`src/rtl/spi_byte_serializer_if.sv`:
```
// rtl/spi_byte_serializer_if.sv - word load handshake between upstream and the serializer
interface spi_byte_serializer_if #(
   parameter int WIDTH = 8
);
   logic [WIDTH-1:0] data_in;
   logic             data_valid;
   logic             data_ready;

   modport master (
      output data_in,
      output data_valid,
      input  data_ready
   );

   modport slave (
      input  data_in,
      input  data_valid,
      output data_ready
   );
endinterface

```
`src/rtl/spi_byte_serializer.sv`:
```
// rtl/spi_byte_serializer.sv - parallel-to-serial transmitter with one-entry holding buffer and idle fill
module spi_byte_serializer #(
   parameter int               WIDTH     = 8,
   parameter logic [WIDTH-1:0] IDLE_WORD = WIDTH'(8'h9F),
   parameter bit               LSB_FIRST = 1'b1
) (
   input  logic                  clk,
   input  logic                  reset,
   input  logic                  bit_en,
   spi_byte_serializer_if.slave  s_if,
   output logic                  sout,
   output logic                  busy,
   output logic                  byte_done,
   output logic                  underrun
);

   localparam int            CW   = $clog2(WIDTH);
   localparam logic [CW-1:0] LAST = CW'(WIDTH - 1);

   logic [WIDTH-1:0] sr;
   logic [WIDTH-1:0] sr_shift;
   logic [WIDTH-1:0] hold;
   logic [CW-1:0]    cnt;
   logic             hold_full;
   logic             cur_data;
   logic             streaming;
   logic             boundary;
   logic             accept;
   logic             bypass;

   // A boundary frees the hold slot in the same cycle, so upstream may refill it with no bubble.
   always_comb begin
      boundary        = bit_en && (cnt == LAST);
      s_if.data_ready = !hold_full || boundary;
      accept          = s_if.data_valid && s_if.data_ready;
      bypass          = boundary && !hold_full && s_if.data_valid;
      if (LSB_FIRST)
         sr_shift = {1'b0, sr[WIDTH-1:1]};
      else
         sr_shift = {sr[WIDTH-2:0], 1'b0};
   end

   always_ff @(posedge clk) begin
      if (reset) begin
         sr        <= IDLE_WORD;
         cnt       <= '0;
         hold      <= '0;
         hold_full <= 1'b0;
         cur_data  <= 1'b0;
         streaming <= 1'b0;
         byte_done <= 1'b0;
         underrun  <= 1'b0;
      end else begin
         byte_done <= boundary && cur_data;
         underrun  <= boundary && !hold_full && !s_if.data_valid && streaming;

         if (accept)
            streaming <= 1'b1;

         if (boundary) begin
            cnt <= '0;
            if (hold_full) begin
               sr       <= hold;
               cur_data <= 1'b1;
            end else if (s_if.data_valid) begin
               sr       <= s_if.data_in;
               cur_data <= 1'b1;
            end else begin
               sr       <= IDLE_WORD;
               cur_data <= 1'b0;
            end
         end else if (bit_en) begin
            sr  <= sr_shift;
            cnt <= cnt + CW'(1);
         end

         // A bypassed word goes straight to sr; otherwise any accepted word lands in hold.
         if (accept && !bypass) begin
            hold      <= s_if.data_in;
            hold_full <= 1'b1;
         end else if (boundary) begin
            hold_full <= 1'b0;
         end
      end
   end

   assign sout = LSB_FIRST ? sr[0] : sr[WIDTH-1];
   assign busy = cur_data || hold_full;

endmodule

```
`src/flat_wrapper.sv`:
```
// flat-port wrapper written by rule: the top's interface ports become plain ports
module spi_byte_serializer_flat 
#(
   parameter int               WIDTH     = 8,
   parameter logic [WIDTH-1:0] IDLE_WORD = WIDTH'(8'h9F),
   parameter bit               LSB_FIRST = 1'b1
)
  (clk, reset, bit_en, sout, busy, byte_done, underrun, s_if_data_in, s_if_data_valid, s_if_data_ready);
  spi_byte_serializer_if #(.WIDTH(WIDTH)) s_if_i ();
  input  logic clk;
  input  logic reset;
  input  logic bit_en;
  output logic sout;
  output logic busy;
  output logic byte_done;
  output logic underrun;
  input wire logic [$bits(s_if_i.data_in)-1:0] s_if_data_in;
  input wire logic [$bits(s_if_i.data_valid)-1:0] s_if_data_valid;
  output wire logic [$bits(s_if_i.data_ready)-1:0] s_if_data_ready;
  assign s_if_i.data_in = s_if_data_in;
  assign s_if_i.data_valid = s_if_data_valid;
  assign s_if_data_ready = s_if_i.data_ready;
  spi_byte_serializer #(.WIDTH(WIDTH), .IDLE_WORD(IDLE_WORD), .LSB_FIRST(LSB_FIRST)) u_core (.clk(clk), .reset(reset), .bit_en(bit_en), .s_if(s_if_i), .sout(sout), .busy(busy), .byte_done(byte_done), .underrun(underrun));
endmodule
```
`config.mk`:
```
export PLATFORM = sky130hd
export DESIGN_NAME = spi_byte_serializer_flat
export DESIGN_NICKNAME = d
export VERILOG_FILES = /design/src/rtl/spi_byte_serializer_if.sv /design/src/rtl/spi_byte_serializer.sv /design/src/flat_wrapper.sv
export SDC_FILE = /design/constraint.sdc
export NUM_CORES = 1
export LEC_CHECK = 0
export CAP_MARGIN = 15
export CELL_PAD_IN_SITES_DETAIL_PLACEMENT = 2
export CELL_PAD_IN_SITES_GLOBAL_PLACEMENT = 2
export CORE_MARGIN = 2
export CORE_UTILIZATION = 29
export DETAILED_ROUTE_END_ITERATION = 8
export GPL_ROUTABILITY_DRIVEN = 0
export PLACE_DENSITY_LB_ADDON = 0.1
export SETUP_SLACK_MARGIN = 0.5
export SYNTH_ARGS = -nofsm -noshare
export SYNTH_HDL_FRONTEND = slang
export SYNTH_SLANG_ARGS = --single-unit
export TNS_END_PERCENT = 50
```
`constraint.sdc`:
```
create_clock -name clk -period 1.45 [get_ports clk]
set_input_delay 0.29 -clock clk [delete_from_list [all_inputs] [get_ports clk]]
set_output_delay 0.29 -clock clk [all_outputs]
set_load 0.03 [all_outputs]
```
==> results.yml <==
sta:
  max_clock_freq_mhz: 640
  worst_slack_ns: -0.112
  fin_hold_ws_ns: 0.458
  worstMarginPinSlew_ns: 0.329
  final.setup_skew_ns: 0.00181
  totalNegativeSetupSlack_ns: -0.694
  max_slew_margin_pct: 78.0
  drv_slew: 0
  finalHoldViolations: 0
  grt_setup_unrepaired: "yes"
  report.final.setup_viol: 10
  final_min_period_over_clock_period_pct: 108
  period_needed_ns: 1.56
drt:
  detail_route.first_pass.iterations: 4
  num_vias: 1007
  drt-total-wl_um: 3120
  remaining_drc_errors: 0
  route.antenna.remaining_nets: 0
  vias_per_cell: 4.96
  wl_per_cell_um: 15.4
  first_iter_violations: 48
yosys:
  netlist_area_mm2: 0.00117
  ys_seq_elements: 24
  synth.yosys.seq_area_share_pct: 41.2
  post_synth.cell_area_avg_um2: 8.98
  synthesis.nets: 144
  synthesis.instances: 130
  yosysWarnings: 0
  synth_cell_type_count: 26
floorplan:
  core-area_mm2: 0.00394
  design.portCount: 17
  initial_utilization_pct: 29.6
  chipWidth_um: 67.4
  dieArea_mm2: 0.00455
  die-height_um: 67.4
  row_count: 23
critical_path:
  path_cells: "ha_4, ha_4, a21bo_4, buf_6"
  critical_path.top_delay_family: "flip-flops"
  worstPathMaxFanout: 2
  start_kind: "register"
  critical_path.endpoint_type: "primary output"
  worst_path_max_delay_cell: "dfxtp_2"
  critical_path.reg2reg.endpoint: "u_core.hold[5]"
  timing.reg2reg.worst_path_depth: 6
  cp_data_required_time_ns: 1.16
  cp_common_cell: "ha_4"
  critical-path-max-stage-delay_ns: 0.34
  cp_data_arrival_time_ns: 1.27
  path_class: "reg2out"
  worst-r2r-setup-slack_ns: -0.08
  regToRegStartpoint: "u_core.cnt[0]"
  crit_buf_inv: 1
clock_network:
  cts_buffers: 3
  numClockSinks: 24
  clkTransAtPathRegs_ns: 0.08
  cts-htree-levels: 1
  cts_max_path_buffers: 2
  cts_tree: "yes"
  worstSkewPairLatency_ns: 0.27
  cell_chosen_for_the_clock_root: "clkbuf_8"
run:
  cap_viol_max_count: 0
layout:
  mostFrequentLayoutCell: "dfxtp_1"
  finish.net_count: 169
  final_core_util_pct: 40.7
  mostFrequentLayoutCells: "dfxtp_1 (17), nand2b_1 (16), nor2_1 (11), buf_4 (11), clkdlybuf4s50_1 (10)"
  layout-drive-gt1-share_pct: 29.4
  diodes: 0
  syn_to_final_growth_pct: 37.4
run_status:
  violations_in_the_final_reports: "negative setup slack"
  run_status: "complete, but fails checks"
pwr:
  power_density_mw_per_mm2: 862
  power_leakage_nw: 0.607
  totalPowerFinal_mw: 1.38
  vdd_ir_drop_max_uv: 386
place:
  port-buffer-count: 16
  hpwlAfterDp_um: 2110
global_routing:
  groute.usage.overall_pct: 15.3
  grt_antenna_before_repair: 0
  globalRouteOverflowTotal: 0
  grt_first_pass_wirelength_um: 5060
  first_global_vias: 1034
  pin_count_of_the_biggest_net_entering_global_routing: 33
worst_hold_path:
  hold_path.startpoint: "u_core.streaming"
  worstHoldPathType: "reg2reg"
  min_path_cells: 2
  worst_hold_path.endpoint: "u_core.underrun"
registers in the layout, summed over array words and instances, names as in the netlist:
register and cells:
u_core.sr 8, u_core.hold_full 1, u_core.streaming 1, u_core.hold 8, u_core.underrun 1, u_core.cnt 3
u_core.cur_data 1, u_core.byte_done 1
timing repair:
action | 4_1_cts | 5_1_grt
resized for setup | 39 | 6
endpoints found under the hold margin | 0 | 0
buffers inserted | 5 | 0
gates cloned | 1 | 0
hold buffers | 0 | 0
pin swaps | 13 | 10
endpoints found under the setup margin | 29 | 29
kinds of logic after synthesis:
logic type | synth area share, %
and+or+nand+nor | 30.4
DFF | 41.2
AOI/OAI and AO/OA | 13.4
buffers and inverters | 6.00
muxes | 6.86
adders and majority gates | 2.14
layer usage:
layer / global-route usage, % / up-vias / share of wire, %
li1: - / 497 / -
met1: 20.2 / 498 / 47
met2: 24.3 / 8 / 49
met3: 3.00 / 4 / 1.6
met4: 6.89 / 0 / 1.7
met5: 0 / - / 0
synth_stat cells, drive strengths merged:
cell	n	area, um2
dfxtp	24	480
nand2b	16	100
a21oi	11	55.1
nor2	11	41.3
mux2i	8	80.1
nand3b	8	60.1
buf	7	47.5
a211o	6	52.6
nand3	6	30.0
nor2b	5	31.3
clkbuf	4	15.0
nand2	4	15.0
nor3	3	15.0
a211oi	2	15.0
and3b	2	17.5
ha	2	25.0
inv	2	7.50
nor3b	2	15.0
nor4	2	12.5
a21bo	1	16.3
a221oi	1	8.76
a311oi	1	8.76
and3	1	11.3
or2	1	6.26
tightest hold or removal path, stage by stage (launching register included):
cell	delay [ns]
dfxtp_1	0.33
nand2_1	0.06
nor3_1	0.04
worst max path at each step:
stage               startpoint               to  cells after the start
2_1_floorplan    u_core.cnt[0]   u_core.hold[0]                      6
3_3_place_gp   s_if_data_valid   u_core.hold[5]                      3
3_5_place_dp            bit_en     u_core.sr[5]                      5
4_1_cts          u_core.cnt[1]  s_if_data_ready                      4
5_1_grt          u_core.cnt[0]  s_if_data_ready                      4
6_report         u_core.cnt[0]  s_if_data_ready                      4
final cells by class:
| cell class | instances | area [um2] |
|---|---|---|
| multi-input combinational | 93 | 702 |
| sequential | 24 | 489 |
| tap | 50 | 62.6 |
| timing repair buffer | 31 | 302 |
| inverter | 2 | 7.51 |
| fill | 433 | 2340 |
| clock buffer | 3 | 41.3 |
power by group:
part           leakage (nW)  switching [mW]  internal (mW)
registers             0.200          0.0261          0.701
logic                 0.385           0.125          0.131
clock network        0.0216           0.214          0.186
total                 0.607           0.365           1.02
per-stage QoR:
stage / setup slack (ns) / instance area [um2] / cells
2_1_floorplan: 0.0423 / 1190 / 130
3_3_place_gp: -0.117 / 1430 / 194
3_5_place_dp: -0.170 / 1430 / 194
4_1_cts: -0.140 / 1580 / 203
5_1_grt: -0.154 / 1600 / 203
6_report: -0.112 / 1600 / 203
No activity file was read; power rests on OpenSTA's default activity.
